==> config.mk <==
export PLATFORM = sky130hd
export DESIGN_NAME = multicycle_ctrl
export DESIGN_NICKNAME = d
export VERILOG_FILES = /design/src/rtl/multicycle_ctrl.sv
export SDC_FILE = /design/constraint.sdc
export NUM_CORES = 1
export LEC_CHECK = 0
export CAP_MARGIN = 20
export CORE_ASPECT_RATIO = 0.7
export CORE_UTILIZATION = 35
export CTS_CLUSTER_SIZE = 10
export DETAILED_ROUTE_END_ITERATION = 8
export GPL_TIMING_DRIVEN = 0
export PLACE_DENSITY_LB_ADDON = 0.25
export SETUP_SLACK_MARGIN = 0.15
export SYNTH_ARGS = -nofsm -noshare
export SYNTH_HDL_FRONTEND = slang
export SYNTH_SLANG_ARGS = --single-unit
==> constraint.sdc <==
create_clock -name i_clk -period 1.6 [get_ports i_clk]
set_clock_uncertainty 0.05 [all_clocks]
set_input_delay 0.32 -clock i_clk [delete_from_list [all_inputs] [get_ports i_clk]]
set_output_delay 0.32 -clock i_clk [all_outputs]
set_load 0.02 [all_outputs]
==> src/rtl/multicycle_ctrl.sv <==
// Main control FSM for a multicycle RV32I core: sequences ALU, memory port, IR, PC and
// register file per instruction, stalling on the memory ready handshake.
module multicycle_ctrl #(
  parameter bit MEM_HANDSHAKE = 1'b1
) (
  input  logic       i_clk,
  input  logic       i_rst,
  input  logic [6:0] i_op,
  input  logic [2:0] i_funct3,
  input  logic       i_funct7b5,
  input  logic       i_zero,
  input  logic       i_mem_ready,
  output logic [1:0] o_immsrc,
  output logic [1:0] o_alusrca,
  output logic [1:0] o_alusrcb,
  output logic [1:0] o_resultsrc,
  output logic [2:0] o_alucontrol,
  output logic       o_adrsrc,
  output logic       o_irwrite,
  output logic       o_pcwrite,
  output logic       o_regwrite,
  output logic       o_memwrite,
  output logic       o_illegal,
  output logic       o_instret
);

  typedef enum logic [3:0] {
    FETCH    = 4'd0,
    DECODE   = 4'd1,
    MEMADR   = 4'd2,
    MEMREAD  = 4'd3,
    MEMWB    = 4'd4,
    MEMWRITE = 4'd5,
    EXECUTER = 4'd6,
    ALUWB    = 4'd7,
    EXECUTEI = 4'd8,
    JAL      = 4'd9,
    BEQ      = 4'd10
  } state_t;

  localparam logic [6:0] OP_LW  = 7'b0000011;
  localparam logic [6:0] OP_SW  = 7'b0100011;
  localparam logic [6:0] OP_R   = 7'b0110011;
  localparam logic [6:0] OP_I   = 7'b0010011;
  localparam logic [6:0] OP_JAL = 7'b1101111;
  localparam logic [6:0] OP_BEQ = 7'b1100011;

  state_t     state_q, state_d;
  logic       ready;
  logic       op_valid;
  logic [1:0] aluop;
  logic       irwrite, pcupdate, branch, regwrite, memwrite, illegal, instret;

  assign ready    = MEM_HANDSHAKE ? i_mem_ready : 1'b1;
  assign op_valid = i_op inside {OP_LW, OP_SW, OP_R, OP_I, OP_JAL, OP_BEQ};

  always_ff @(posedge i_clk or posedge i_rst) begin
    if (i_rst) state_q <= FETCH;
    else       state_q <= state_d;
  end

  always_comb begin
    state_d = FETCH;
    case (state_q)
      FETCH:    state_d = ready ? DECODE : FETCH;
      DECODE: begin
        case (i_op)
          OP_LW, OP_SW: state_d = MEMADR;
          OP_R:         state_d = EXECUTER;
          OP_I:         state_d = EXECUTEI;
          OP_JAL:       state_d = JAL;
          OP_BEQ:       state_d = BEQ;
          default:      state_d = FETCH;
        endcase
      end
      MEMADR:   state_d = i_op[5] ? MEMWRITE : MEMREAD;
      MEMREAD:  state_d = ready ? MEMWB : MEMREAD;
      MEMWB:    state_d = FETCH;
      MEMWRITE: state_d = ready ? FETCH : MEMWRITE;
      EXECUTER: state_d = ALUWB;
      EXECUTEI: state_d = ALUWB;
      ALUWB:    state_d = FETCH;
      JAL:      state_d = ALUWB;
      BEQ:      state_d = FETCH;
      default:  state_d = FETCH;
    endcase
  end

  always_comb begin
    o_alusrca   = 2'b00;
    o_alusrcb   = 2'b00;
    o_resultsrc = 2'b00;
    o_adrsrc    = 1'b0;
    aluop       = 2'b00;
    irwrite     = 1'b0;
    pcupdate    = 1'b0;
    branch      = 1'b0;
    regwrite    = 1'b0;
    memwrite    = 1'b0;
    illegal     = 1'b0;
    instret     = 1'b0;
    case (state_q)
      FETCH: begin
        o_alusrcb   = 2'b10;
        o_resultsrc = 2'b10;
        irwrite     = ready;
        pcupdate    = ready;
      end
      DECODE: begin
        o_alusrca = 2'b01;
        o_alusrcb = 2'b01;
        illegal   = ~op_valid;
      end
      MEMADR: begin
        o_alusrca = 2'b10;
        o_alusrcb = 2'b01;
      end
      MEMREAD:  o_adrsrc = 1'b1;
      MEMWB: begin
        o_resultsrc = 2'b01;
        regwrite    = 1'b1;
        instret     = 1'b1;
      end
      // memwrite stays asserted across every stall cycle
      MEMWRITE: begin
        o_adrsrc = 1'b1;
        memwrite = 1'b1;
        instret  = ready;
      end
      EXECUTER: begin
        o_alusrca = 2'b10;
        aluop     = 2'b10;
      end
      EXECUTEI: begin
        o_alusrca = 2'b10;
        o_alusrcb = 2'b01;
        aluop     = 2'b10;
      end
      ALUWB: begin
        regwrite = 1'b1;
        instret  = 1'b1;
      end
      JAL: begin
        o_alusrca = 2'b01;
        o_alusrcb = 2'b10;
        pcupdate  = 1'b1;
      end
      BEQ: begin
        o_alusrca = 2'b10;
        aluop     = 2'b01;
        branch    = 1'b1;
        instret   = 1'b1;
      end
      default: ;
    endcase
  end

  always_comb begin
    o_alucontrol = 3'b000;
    case (aluop)
      2'b01: o_alucontrol = 3'b001;
      2'b10: begin
        case (i_funct3)
          3'b000:  o_alucontrol = (i_op[5] & i_funct7b5) ? 3'b001 : 3'b000;
          3'b010:  o_alucontrol = 3'b101;
          3'b110:  o_alucontrol = 3'b011;
          3'b111:  o_alucontrol = 3'b010;
          default: o_alucontrol = 3'b000;
        endcase
      end
      default: o_alucontrol = 3'b000;
    endcase
  end

  always_comb begin
    case (i_op)
      OP_SW:   o_immsrc = 2'b01;
      OP_BEQ:  o_immsrc = 2'b10;
      OP_JAL:  o_immsrc = 2'b11;
      default: o_immsrc = 2'b00;
    endcase
  end

  // Reset suppresses every write enable and pulse, even combinationally.
  assign o_irwrite  = irwrite & ~i_rst;
  assign o_pcwrite  = (pcupdate | (branch & i_zero)) & ~i_rst;
  assign o_regwrite = regwrite & ~i_rst;
  assign o_memwrite = memwrite & ~i_rst;
  assign o_illegal  = illegal & ~i_rst;
  assign o_instret  = instret & ~i_rst;

endmodule

==> results of run 1 <==
[cell families after synthesis]
kind of cell,after synthesis
AND/OR/NAND/NOR,45
AO/OA/AOI/OAI,27
buffers and inverters,14
flip-flops,4
XOR/XNOR,2
adder cells (fa/ha/maj),2
[repair_timing]
action | 4_1_cts
endpoints found under the setup margin | 22
pin swaps | 25
gates resized for setup | 179
hold buffers | 0
setup buffers | 32
[through the flow]
stage,instances,setup TNS (ns)
after CTS,183,-4.77
after detailed placement,147,-11.67
after global placement,147,-11.09
after floorplan,94,-1.03
==> summary.txt, run 1 <==
run status = did not finish
stage reached = global routing
tool error = [ERROR DPL-0038] Utilization greater than 100%, impossible to legalize
post-synthesis mux area share = 0%
root buffer cell = clkbuf_4
starting density of the core = 39.6%
main flop type after synthesis = dfrtp_1
Num CTS Buffers = 3
pre-CTS setup slack = -0.923 ns
Seq/Total Area, Yosys = 15.2%
largest net degree at the start of global routing = 11
#FFs+latches synth = 4
Post-Synth Adder-Cell Area = 3.80%
row count = 12
placed cell area = 1180 µm²
largest family of logic cells by synthesized area = simple AND/OR/NAND/NOR gates
CTS Sinks = 4
post-synth top area cell = dfrtp_1
I/O pin count = 33
Synth top area share = 15.2%
global placement routability congestion = 0.898
Post-Syn Area = 659 µm²
worst_ep grt = o_alucontrol[2]
most frequent cells after synthesis = nand2_1 (10), nor2_1 (9), inv_1 (7)
Synth Area in Simple Gates = 39.8%
Buffers on Ports = 32
Die X = 53.9 µm
Synth cell types = 38
worst_ep kind = primary output
Warnings, synthesis = 0
number of H-tree levels = 1
Syn Nets = 111
Mapped Cells = 94
CTS Buffer Depth = 2
Die Span Y = 38.3 µm
Synth async-reset ratio = 100%
Compound-Gate Fraction of Synth Area = 28.1%
Synth Area in XOR/XNOR = 2.66%
most common cell in the netlist = nand2_1
EDFF count, synth = 0
Synth area leaders = dfrtp_1 (15%), nand2_1 (5.7%), nor4_2 (5.7%)
DP HPWL = 1.76 mm
syn avg cell area = 7.01 µm²
==> run 2: changes to the inputs <==
==> config.mk (replaced) <==
export PLATFORM = sky130hd
export DESIGN_NAME = multicycle_ctrl
export DESIGN_NICKNAME = d
export VERILOG_FILES = /design/src/rtl/multicycle_ctrl.sv
export SDC_FILE = /design/constraint.sdc
export NUM_CORES = 1
export LEC_CHECK = 0
export CAP_MARGIN = 20
export CORE_AREA = 2 2 63 65
export DETAILED_ROUTE_END_ITERATION = 8
export DIE_AREA = 0 0 65 67
export GPL_TIMING_DRIVEN = 0
export PLACE_DENSITY_LB_ADDON = 0.15
export SYNTH_ARGS = -nofsm -noshare
export SYNTH_HDL_FRONTEND = slang
export SYNTH_SLANG_ARGS = --single-unit
==> constraint.sdc (replaced) <==
create_clock -name i_clk -period 2.1 [get_ports i_clk]
set_clock_uncertainty 0.05 [all_clocks]
set_input_delay 0.42 -clock i_clk [delete_from_list [all_inputs] [get_ports i_clk]]
set_output_delay 0.42 -clock i_clk [all_outputs]
set_load 0.02 [all_outputs]
==> run 2 against run 1 <==
- the flow now finishes, with violations (negative setup slack)
- synthesized cell count unchanged
- synthesized area unchanged
==> summary.txt, run 2 <==
run status = finished with violations
failing checks = negative setup slack
main flop type after synthesis = dfrtp_1
Worst setup SP type = flop
Num CTS Buffers = 3 (unchanged)
M1 GR Usage = 14.2%
Power Dens Cells = 551 nW/µm²
biggest regs = state_q (4)
commonest non-fill, non-tap cell in the layout = buf_4
Slew headroom = 71.1%
M3 GR Usage = 2.03%
Filler Cell Count = 408
layout cells sized above 1 = 43.8%
Lkg Pwr = 0.603 nW
starting density of the core = 18.3% (-21 points)
Warnings, synthesis = 0 (unchanged)
Synth area leaders = dfrtp_1 (15%), nand2_1 (5.7%), nor4_2 (5.7%)
kind of critical path = reg -> out
drt first pass iters = 4
1st-iter DRT viols = 16
CP max FO = 7
Post-Syn Area = 659 µm² (unchanged)
Worst EP arrival = 1.70 ns
Design Area, Final = 1320 µm²
I/O pin count = 33 (unchanged)
Worst-Skew Late Latency = 0.21 ns
overall routing resource usage = 11.2%
syn avg cell area = 7.01 µm² (unchanged)
Post-route DRC = 0
CTS tree = done
Syn Nets = 111 (unchanged)
Mapped Cells = 94 (unchanged)
post-layout net count = 165
CTS Buffer Depth = 2 (unchanged)
GRT Max-Usage Layer = met2
number of H-tree levels = 1 (unchanged)
die area = 4360 µm²
Synth top area share = 15.2% (unchanged)
most flop-heavy register = state_q
Setup violations, final = 2
setup TNS = -0.0739 ns
Vias/cell = 4.56
Hold Path Class = in -> async
Synth async-reset ratio = 100% (unchanged)
Critical Path Sink Type = output pin
Buffers on Ports = 32 (unchanged)
Area Growth Syn to Fin = 99.4%
Max Slew Vio Count = 0
global-route track usage on met2 = 19.7%
Detail Route Antenna Nets = 0
placed cell area = 1050 µm² (-11%)
DP HPWL = 1.67 mm (-4.7%)
first-pass GRT wire length = 3.86 mm
ANT cells = 0
Largest register FFs = 4
most frequent cells in the layout = buf_4 (21), dlygate4sd2_1 (15), nor2_1 (8)
root buffer cell = clkbuf_8
worst slew pin tran = 0.423 ns
Remaining Overflow, GRT = 0
Final Non-Filler Cells = 194
Clock transition at path regs = 0.03 ns
max cap viols = 0
global placement routability congestion = 0.744 (-17%)
Worst Path Required = 1.63 ns
Synth cell types = 38 (unchanged)
most common cell in the netlist = nand2_1
via count = 884
core area = 3610 µm²
post-route minimum period = 2.17 ns
Worst VDD drop = 235 µV
#FFs+latches synth = 4 (unchanged)
row count = 22 (+10)
Util after Layout = 36.5%
Final period util = 103%
f_max = 460 MHz
Seq/Total Area, Yosys = 15.2% (unchanged)
EDFF count, synth = 0 (unchanged)
Die X = 65 µm (+21%)
cell total after placement = 174 (+18%)
most frequent cells after synthesis = nand2_1 (10), nor2_1 (9), inv_1 (7)
vias in the first global route = 882
initial antenna violation count = 0
Avg WL per Cell = 12.2 µm
Final Hold Fails = 0
CTS Sinks = 4 (unchanged)
RSZ-0062 raised after global routing = yes
Die Span Y = 67 µm (+75%)
post-synth top area cell = dfrtp_1
largest net degree at the start of global routing = 11
Setup WS post-layout = -0.0735 ns
hold slack = 0.325 ns
Routed WL = 2.37 mm
[run 2: cell counts after synthesis]
Identical to the previous run, type by type.
[run 2: cell families (layout without fill, tap and decap cells)]
kind of cell               after synthesis  count (layout)  synth area share, %
and+or+nand+nor                         45              45                 39.8
xor gates and xnor gates                 2               2                 2.66
AOI/OAI and AO/OA                       27              27                 28.1
adders and majority gates                2               2                 3.79
DFF                                      4               4                 15.2
buffers and inverters                   14              66                 10.4
[run 2: area by class of cell]
class | instances | area, µm² | share of cell area [%]
multi-input cells | 76 | 623 | 47.4
repair buffers | 49 | 390 | 29.7
clock buffers | 3 | 41.3 | 3.14
flip-flops and latches | 4 | 103 | 7.80
well taps | 48 | 60.1 | 4.57
inverters | 8 | 30.0 | 2.28
plain buffers | 6 | 67.6 | 5.14
[run 2: what timing repair did]
item                                    CTS  global route
gates cloned                              0             0
hold endpoints to repair                  0             0
hold buffers                              0             0
gates resized for setup                  84            20
endpoints found under the setup margin   18            13
pin swaps                                 8             6
setup buffers                            14             3
[run 2: path summary, 6_finish.rpt]
path | start | end | slack (ns) | cells after the start
setup / recovery | state_q[2] | o_alucontrol[2] | -0.07 | 7
hold / removal | i_rst | state_q[0] | 0.32 | 2
setup reg to reg | state_q[2] | state_q[0] | 0.60 | 6
hold reg to reg | state_q[2] | state_q[3] | 0.65 | 3
max in group asynchronous | i_rst | state_q[3] | 1.54 | 2
min in group i_clk | i_op[4] | state_q[3] | 0.64 | 3
[run 2: routing by layer]
layer  vias to the layer above  routed length [µm]  part of all wire (%)
li1                        451                   -                     -
met1                       405                1090                    46
met2                        28                1120                    47
met3                         0                 150                   6.3
met4                         0                   0                     0
met5                         -                   0                     0
[run 2: worst max-delay path, cell delays in order (launching register included)]
cell,delay [ns]
dfrtp_1,0.36
buf_6,0.14
nor2_4,0.11
nand2_4,0.07
a21oi_4,0.19
ha_4,0.24
nor4_4,0.21
buf_4,0.18
[run 2: per-stage QoR]
step / power [mW] / setup WS [ns]
floorplan: 0.336 / -0.0913
global placement: 0.500 / -0.664
detailed placement: 0.499 / -0.679
CTS: 0.723 / -0.116
global route: 0.774 / -0.145
finish: 0.724 / -0.0735
[run 2: power by group]
group          internal, mW  leakage, nW  switching [mW]
clock                 0.122       0.0216          0.0352
sequential           0.0876       0.0508          0.0112
combinational         0.221        0.531           0.248
total                 0.430        0.603           0.294
Power figures use the tool's default switching activity.
==> run 3: changes to the inputs <==
--- a/config.mk
+++ b/config.mk
@@ -10,7 +10,7 @@
 export DETAILED_ROUTE_END_ITERATION = 8
 export DIE_AREA = 0 0 65 67
 export GPL_TIMING_DRIVEN = 0
-export PLACE_DENSITY_LB_ADDON = 0.15
+export PLACE_DENSITY = 0.52
 export SYNTH_ARGS = -nofsm -noshare
 export SYNTH_HDL_FRONTEND = slang
 export SYNTH_SLANG_ARGS = --single-unit
==> constraint.sdc (replaced) <==
create_clock -name i_clk -period 1.7 [get_ports i_clk]
set_clock_uncertainty 0.05 [all_clocks]
set_input_delay 0.34 -clock i_clk [delete_from_list [all_inputs] [get_ports i_clk]]
set_output_delay 0.34 -clock i_clk [all_outputs]
set_load 0.02 [all_outputs]
==> run 3 against run 2 <==
- the run still ends with negative setup slack left
- combinational power up 75%
- highest routed layer is now met4
- cell area rose by 28%
- largest power group unchanged
- setup slack got worse by 0.36 ns
- die area did not move
- clock-buffer cell count rose by 1
- first-iteration DRC count rose by 100%
- routed wire length grew 21%
- sequential power is 22% higher
- non-clock buffer count increased by 19
- power grew 59%
- clock power increased by 36%
- sequential cell count unchanged
==> summary.txt, run 3 (synthesis gave the netlist of run 2 again) <==
1st-iter DRT viols = 32 (+16)
Remaining Overflow, GRT = 0 (unchanged)
Design Area, Final = 1680 µm² (+28%)
largest net degree at the start of global routing = 11 (unchanged)
CTS tree = done
initial antenna violation count = 0 (unchanged)
Area Growth Syn to Fin = 155%
Buffers on Ports = 32 (unchanged)
Max Slew Vio Count = 0 (unchanged)
Crit path top cell by count = buf_6
number of H-tree levels = 1 (unchanged)
Post-route DRC = 0 (unchanged)
starting density of the core = 18.3% (unchanged)
root buffer cell = clkbuf_8
Hold Path Class = in -> async
layout cells sized above 1 = 69.3% (+25 points)
via count = 1008 (+14%)
Routed WL = 2.86 mm (+21%)
RSZ-0062 raised after global routing = yes
kind of critical path = reg -> out
hold buffer count at cts = 0 (unchanged)
Worst setup SP type = flop
CTS Buffer Depth = 2 (unchanged)
max cap viols = 0 (unchanged)
Setup WS post-layout = -0.429 ns (-0.355 ns)
commonest non-fill, non-tap cell in the layout = buf_4
critical-path cell list = buf_6, nor2_4, buf_4, buf_6, buf_6, buf_6, buf_6, buf_6, o21ai_2, a21oi_1, buf_4
core area = 3610 µm² (unchanged)
Die X = 65 µm (unchanged)
row count = 22 (unchanged)
Lkg Pwr = 0.748 nW (+24%)
biggest regs = state_q (4)
CP max stage cell = dfrtp_1
post-route minimum period = 2.13 ns
CP max FO = 3 (-4)
pre-CTS setup slack = -0.875 ns (-0.196 ns)
first-pass GRT wire length = 4.32 mm (+12%)
run status = finished with violations
Power Dens Cells = 685 nW/µm² (+24%)
die area = 4360 µm² (unchanged)
Detail Route Antenna Nets = 0 (unchanged)
f_max = 470 MHz
Worst EP arrival = 1.74 ns (+0.04 ns)
M3 GR Usage = 3.04% (+1.0 points)
Worst Path Required = 1.31 ns (-0.32 ns)
Final period util = 125%
post-layout net count = 184 (+12%)
Avg WL per Cell = 13.3 µm (+9.4%)
Worst-Skew Late Latency = 0.22 ns (about the same)
Num CTS Buffers = 3 (unchanged)
Filler Cell Count = 356 (-13%)
hold slack = 0.262 ns (-0.0628 ns)
Die Span Y = 67 µm (unchanged)
Slew headroom = 72.0% (+0.94 points)
M1 GR Usage = 15.6% (+1.3 points)
CTS Sinks = 4 (unchanged)
Critical Path Sink Type = output pin
drt first pass iters = 4 (unchanged)
total power = 1.15 mW (+59%)
worst slew pin tran = 0.410 ns (-0.0137 ns)
Clock transition at path regs = 0.04 ns (about the same)
Final Hold Fails = 0 (unchanged)
placed cell area = 1150 µm² (+9.4%)
global-route track usage on met2 = 21.9% (+2.2 points)
Largest register FFs = 4 (unchanged)
global placement routability congestion = 0.780 (+4.7%)
overall routing resource usage = 12.6% (+1.4 points)
most flop-heavy register = state_q
most frequent cells in the layout = buf_4 (37), buf_6 (19), inv_1 (6), nor2_1 (6)
GRT Max-Usage Layer = met2
Worst VDD drop = 262 µV (+11%)
Largest stage delay, worst path = 0.37 ns (about the same)
Setup violations, final = 15 (+13)
I/O pin count = 33 (unchanged)
DP HPWL = 1.66 mm (-0.85%)
ANT cells = 0 (unchanged)
vias in the first global route = 940 (+6.6%)
failing checks = negative setup slack
Vias/cell = 4.71 (+3.4%)
## run 3: cell count changes in the layout (fill, tap and decap cells not counted), moves of 2 or more
cell	before	now
buf_6	7	19
dlygate4sd2_1	15	2
a211oi_2	0	2
nor2_1	8	6
nor2b_1	2	0
buf_4	21	37
a21oi_1	5	2
a211oi_1	2	0
a21oi_2	0	2
buf_12	0	2
nor3_1	3	1
nor2_2	0	2
## run 3: routing by layer
layer  up-vias  part of all wire [%]
met1       471                    40
met2        41                    50
li1        488                     -
met4         0                   3.5
met5         -                     0
met3         8                   6.4
## run 3: final cells by class
class | count | area [µm²] | area share [%]
repair buffers | 68 | 581 | 34.5
clock buffers | 4 | 45.0 | 2.68
multi-input cells | 76 | 771 | 45.8
plain buffers | 6 | 85.1 | 5.06
well taps | 48 | 60.1 | 3.57
flip-flops and latches | 4 | 103 | 6.10
inverters | 8 | 37.5 | 2.23
## run 3: final timing paths
check                      startpoint            to  slack (ns)  depth (start not counted)
max reg2reg                state_q[2]    state_q[0]       -0.10                         11
min                             i_rst    state_q[2]        0.26                          2
min in group i_clk            i_op[4]    state_q[3]        0.41                          3
max in group asynchronous       i_rst    state_q[3]        1.14                          2
max                        state_q[2]  o_alusrcb[1]       -0.43                         11
min reg2reg                state_q[1]    state_q[1]        0.69                          4
## run 3: critical path, delay by kind of cell (launching register included)
kind            cells  cell delay, ns
simple gates        1            0.10
flops               1            0.37
buf+inv             8            0.87
compound gates      2            0.18
## run 3: timing repair
item | 4_1_cts | 5_1_grt
cloned | 0 | 0
gates resized for setup | 140 | 43
pin swaps | 15 | 12
endpoints found under the setup margin | 18 | 17
setup buffers | 20 | 17
## run 3: stage by stage
step | std cells | setup TNS (ns) | utilization, %
2_1_floorplan | 94 | -0.796 | -
3_3_place_gp | 174 | -9.94 | 31.9
3_5_place_dp | 174 | -10.13 | 31.9
4_1_cts | 198 | -2.89 | 39.9
5_1_grt | 214 | -4.62 | 46.6
6_report | 214 | -3.67 | 46.6
## run 3: where the power goes
part | internal (mW) | leakage (nW) | switching [mW]
combinational | 0.426 | 0.675 | 0.392
sequential | 0.108 | 0.0508 | 0.0126
clock | 0.160 | 0.0228 | 0.0534
total | 0.695 | 0.748 | 0.458
==> RTL change 1: new RTL, config.mk and constraints of run 2 <==
Change the parameter `MEM_HANDSHAKE` from 1'b1 to 1'b0.
--- a/src/rtl/multicycle_ctrl.sv
+++ b/src/rtl/multicycle_ctrl.sv
@@ -3,3 +3,3 @@
 module multicycle_ctrl #(
-  parameter bit MEM_HANDSHAKE = 1'b1
+  parameter bit MEM_HANDSHAKE = 1'b0
 ) (
Function: changed (Yosys sat finds a counterexample within 4 cycles, from zero or initial values and one cycle with i_rst high).
==> RTL change 1 against run 2 <==
The flow still finishes with violations (setup timing); design area decreased by 1.8%; power increased by 28%; first-iteration DRC count decreased by 50%; wire length decreased by 5.6%; utilization decreased by 0.66 points; register-to-register slack improved by 0.02 ns; combinational power increased by 43%; synthesized area decreased by 8.0%; clock power about the same; setup slack improved by 0.017 ns; largest cell class is now buffers; sequential cell count unchanged.
==> RTL change 1: results (changes against run 2) <==
{| class="wikitable"
! Metric !! Value
|-
| Status || finished, violations left
|-
| Violations in the final reports || setup timing
|-
| Via count of the first global-routing pass || 773 (-12%)
|-
| Leakage component of the power || 0.6172 nW (+2.4%)
|-
| Number of antenna cells inserted || 0 (unchanged)
|-
| Routability-driven placement congestion ratio || 0.7331 (-1.5%)
|-
| Accumulated negative setup slack || -0.1498 ns (-0.07596 ns)
|-
| Post-detailed-placement half-perimeter wirelength || 1525 µm (-8.8%)
|-
| Clock latency at the later pin of the worst-skew pair || 0.21 ns (about the same)
|-
| PortBufs || 31 (-3.1%)
|-
| Asr flop ratio synth || 100.0% (unchanged)
|-
| Nets || 157 (-4.8%)
|-
| Worst EP arrival || 1.69 ns
|-
| Proportion of layout cells with a drive suffix above 1 || 42.03% (-1.8 points)
|-
| Critical path's slowest cell || sky130_fd_sc_hd__dfrtp_1
|-
| Proportion of synthesized chip area in sequential cells || 16.49% (+1.3 points)
|-
| Min-Delay Path Class || primary input to asynchronous set/reset pin
|-
| Syn nets || 98 (-12%)
|-
| Number of antenna violations at the first check in global routing || 0 (unchanged)
|-
| Clock root cell || sky130_fd_sc_hd__clkbuf_8
|-
| First-pass GRT wire length || 3622 µm (-6.3%)
|-
| Peak supply drop || 0.0001898 V (-19%)
|-
| Cell family with the largest share of critical-path delay || flip-flops
|-
| Number of different library cells in the post-synthesis netlist || 39 (+2.6%)
|-
| Maximum fanout along the worst path || 5 (-2)
|-
| Final wirelength || 2232 µm (-5.6%)
|-
| Switching part of the total || 39.97% (-0.65 points)
|-
| GRT Util Overall || 10.66% (-0.57 points)
|-
| Initial drt markers || 8 (-8)
|-
| Yosys warning total || 0 (unchanged)
|-
| Top cells by count, synth || sky130_fd_sc_hd__inv_1, sky130_fd_sc_hd__nor2_1, sky130_fd_sc_hd__nand2_1, sky130_fd_sc_hd__xor2_1
|-
| Vias per cell || 4.301 (-5.6%)
|-
| Slew Limit Headroom || 75.66% (+4.6 points)
|-
| Largest registers || state_q x4
|-
| Setup slack after layout || -0.05695 ns (+0.01655 ns)
|-
| Slowest cell delay on critical path || 0.40 ns (+0.04 ns)
|-
| Setup-violating endpoint count in the final report || 3 (+1)
|-
| Pre-CTS WS || -0.5626 ns (+0.1162 ns)
|-
| Largest cells by area after synthesis || sky130_fd_sc_hd__dfrtp_1, sky130_fd_sc_hd__xor2_1, sky130_fd_sc_hd__ha_1
|}
-- RTL change 1: worst register-to-register path, cell delays in order, from the launching register on --
cell and delay, ns:
sky130_fd_sc_hd__dfrtp_1 0.40, sky130_fd_sc_hd__buf_6 0.14, sky130_fd_sc_hd__buf_6 0.11, sky130_fd_sc_hd__nor3b_4 0.22, sky130_fd_sc_hd__buf_6 0.14, sky130_fd_sc_hd__nand2_4 0.06, sky130_fd_sc_hd__o31ai_1 0.26
-- RTL change 1: stage by stage --
stage	instance area [µm²]	std cells	total power, mW
after floorplan	613.1	81	0.4291
after global placement	983.4	160	0.6436
after detailed placement	983.4	160	0.6445
after CTS	1162	176	0.8081
after global routing	1291	186	0.9895
final	1291	186	0.9249
-- RTL change 1: final timing paths --
check	from	endpoint	slack [ns]	depth (start not counted)
min in group i_clk	i_op[6]	state_q[3]	0.58	3
worst min register to register	state_q[2]	state_q[2]	0.71	4
max in group asynchronous	i_rst	state_q[1]	1.41	2
worst min-delay path	i_rst	state_q[2]	0.46	2
worst max-delay path	state_q[1]	o_alucontrol[2]	-0.06	9
worst max register to register	state_q[1]	state_q[1]	0.62	6
-- RTL change 1: repair_timing --
action	4_1_cts	5_1_grt
buffers inserted	12	10
pin swaps	6	7
endpoints found under the setup margin	18	11
cloned	1	0
resized for setup	69	19
-- RTL change 1: cells by family (layout without fill, tap and decap cells) --
| family | Yosys count | count (layout) | synth area share (%) |
|---|---|---|---|
| AO/OA/AOI/OAI | 18 | 18 | 19.18 |
| adder cells (fa/ha/maj) | 3 | 3 | 5.773 |
| flip-flops | 4 | 4 | 16.50 |
| buffers and inverters | 13 | 70 | 11.75 |
| multiplexers | 1 | 1 | 1.650 |
| XOR/XNOR | 6 | 6 | 8.660 |
| AND/OR/NAND/NOR | 36 | 36 | 36.50 |
-- RTL change 1: final cells by class --
type | count | area (µm²)
Fill cell | 395 | 2315
Tap cell | 48 | 60.06
Inverter | 7 | 28.78
Buffer | 6 | 57.56
Sequential cell | 4 | 100.1
Timing Repair Buffer | 54 | 478.0
Multi-Input combinational cell | 64 | 525.5
Clock buffer | 3 | 41.29
-- RTL change 1: power by group through the flow --
| stage | registers [mW] | clock network (mW) | logic (mW) |
|---|---|---|---|
| global route | 0.101 | 0.169 | 0.720 |
| finish | 0.0996 | 0.157 | 0.668 |
| CTS | 0.0994 | 0.160 | 0.549 |
| detailed placement | 0.100 | 0 | 0.544 |
| global placement | 0.100 | 0 | 0.543 |
| floorplan | 0.0992 | 0 | 0.330 |
-- RTL change 1: metal layers --
layer  GRT usage [%]  wire length [µm]
met5               0                 0
met4           1.596                 0
met3           2.703               104
met2           17.91              1112
met1           13.95              1015
==> RTL change 2: new RTL, settings of run 2 <==
Without the edit above. The 11 states of `state_t` get a one-hot encoding in 11 bits.
--- a/src/rtl/multicycle_ctrl.sv
+++ b/src/rtl/multicycle_ctrl.sv
@@ -26,14 +26,14 @@
 
-  typedef enum logic [3:0] {
-    FETCH    = 4'd0,
-    DECODE   = 4'd1,
-    MEMADR   = 4'd2,
-    MEMREAD  = 4'd3,
-    MEMWB    = 4'd4,
-    MEMWRITE = 4'd5,
-    EXECUTER = 4'd6,
-    ALUWB    = 4'd7,
-    EXECUTEI = 4'd8,
-    JAL      = 4'd9,
-    BEQ      = 4'd10
+  typedef enum logic [10:0] {
+    FETCH    = 11'b00000000001,
+    DECODE   = 11'b00000000010,
+    MEMADR   = 11'b00000000100,
+    MEMREAD  = 11'b00000001000,
+    MEMWB    = 11'b00000010000,
+    MEMWRITE = 11'b00000100000,
+    EXECUTER = 11'b00001000000,
+    ALUWB    = 11'b00010000000,
+    EXECUTEI = 11'b00100000000,
+    JAL      = 11'b01000000000,
+    BEQ      = 11'b10000000000
   } state_t;
Check against the original RTL: same outputs for any inputs over 10 cycles, from zero or initial values and one cycle with i_rst high; not proved beyond that.
==> RTL change 2 against run 2 <==
Critical path depth unchanged; design area rose by 38%; sequential cell count grew 7; the flow still finishes with violations (setup timing); wire length grew 35%; synthesized area up 39%; setup slack got worse by 0.84 ns; register-to-register slack worse by 0.59 ns; via count increased by 23%; non-clock buffer count increased by 2; power grew 71%; cell count increased by 14%.
==> RTL change 2: results (changes against run 2) <==
{| class="wikitable"
! Metric !! Value
|-
| Cell count after placement || 194 (+11%)
|-
| Syn nets || 131 (+18%)
|-
| Largest cells by area after synthesis || sky130_fd_sc_hd__dfrtp_1, sky130_fd_sc_hd__nor2_1, sky130_fd_sc_hd__nor4_1
|-
| Fill count || 343 (-16%)
|-
| Min-Delay Path Class || primary input to flop
|-
| Yosys warning total || 0 (unchanged)
|-
| Worst EP arrival || 2.55 ns (+0.85 ns)
|-
| Pin count of the biggest net entering global routing || 12 (+1)
|-
| Worst flop-to-flop path startpoint || state_q[6]
|-
| Routed wire length per instance || 14.45 µm (+19%)
|-
| Area of the multi-input gates || 874.6 µm² (+40%)
|-
| GRT Util Overall || 14.48% (+3.3 points)
|-
| Peak supply drop || 0.0002120 V (-9.9%)
|-
| Status || finished, violations left
|-
| R2r worst-path depth || 4 (-2)
|-
| Setup slack after layout || -0.9161 ns (-0.8426 ns)
|-
| First-pass GRT wire length || 4747 µm (+23%)
|-
| Pre-CTS WS || -1.243 ns (-0.5643 ns)
|-
| Clock latency at the later pin of the worst-skew pair || 0.24 ns (+0.03 ns)
|-
| Synthesized area divided by synthesized cell count || 8.045 µm² (+15%)
|-
| Flop2flop setup slack || 0.01 ns (-0.59 ns)
|-
| Post-place instance area || 0.001438 mm² (+37%)
|-
| Largest registers || state_q x11
|-
| Hold Worst Slack || 0.4856 ns (+0.1610 ns)
|-
| Accumulated negative setup slack || -9.066 ns (-8.992 ns)
|-
| Violations in the final reports || setup timing
|-
| Critical R2R Capture || state_q[8]
|-
| Initial drt markers || 28 (+12)
|-
| Maximum fanout along the worst path || 3 (-4)
|-
| Routability-driven placement congestion ratio || 0.8211 (+10%)
|-
| Final wirelength || 3194 µm (+35%)
|-
| Leakage component of the power || 0.7662 nW (+27%)
|-
| Setup-violating endpoint count in the final report || 16 (+14)
|-
| Clock root cell || sky130_fd_sc_hd__clkbuf_8
|-
| Proportion of layout cells with a drive suffix above 1 || 56.65% (+13 points)
|-
| Number of different library cells in the post-synthesis netlist || 41 (+7.9%)
|-
| Top cells by count, synth || sky130_fd_sc_hd__nor2_1, sky130_fd_sc_hd__nand2_1, sky130_fd_sc_hd__dfrtp_1
|-
| Via count of the first global-routing pass || 1048 (+19%)
|-
| Slew Limit Headroom || 68.09% (-3.0 points)
|-
| Clock slew at reported path FFs || 0.06 ns (+0.03 ns)
|-
| Routed via count || 1088 (+23%)
|}
RTL change 2: how the worst max path moves through the flow:
stage / endpoint / cells past startpoint
floorplan: o_alucontrol[2] / 7
global placement: o_alucontrol[2] / 8
detailed placement: o_alucontrol[2] / 8
CTS: o_alucontrol[2] / 8
global route: o_alucontrol[2] / 7
finish: o_alucontrol[2] / 7
RTL change 2: layout make-up:
class,count,share of cell area [%]
Clock buffer,4,2.478
Inverter,7,1.445
Multi-Input combinational cell,94,48.11
Sequential cell,11,15.55
Tap cell,48,3.304
Timing Repair Buffer,57,29.11
RTL change 2: power breakdown:
group / switching, mW / internal [mW]
combinational: 0.347 / 0.404
sequential: 0.0243 / 0.236
clock: 0.0905 / 0.134
total: 0.462 / 0.774
RTL change 2: worst max-delay path: stages (launching register included):
cell and delay, ns:
sky130_fd_sc_hd__dfrtp_1 0.39, sky130_fd_sc_hd__or4_4 0.53, sky130_fd_sc_hd__or3_4 0.36, sky130_fd_sc_hd__or3_4 0.36, sky130_fd_sc_hd__inv_2 0.07, sky130_fd_sc_hd__ha_4 0.20, sky130_fd_sc_hd__nor4_4 0.21, sky130_fd_sc_hd__buf_4 0.18
RTL change 2: kinds of logic after synthesis:
family,share of synthesized area [%]
compound gates,13.10
xor+xnor,4.776
fa+ha+maj,2.728
buf+inv,4.502
flops,30.15
simple gates,44.75
RTL change 2: timing repair:
action	in CTS	in global routing
buffers inserted	15	10
endpoints found under the hold margin	0	0
cloned	0	0
endpoints found under the setup margin	21	18
resized for setup	101	38
pin swaps	11	9
RTL change 2: per-layer routing:
metal / up-vias / GRT usage (%) / wire [µm]
met4: 0 / 5.585 / 45
li1: 536 / - / -
met3: 5 / 2.703 / 118
met5: - / 0 / 0
met1: 519 / 17.53 / 1376
met2: 28 / 25.26 / 1655
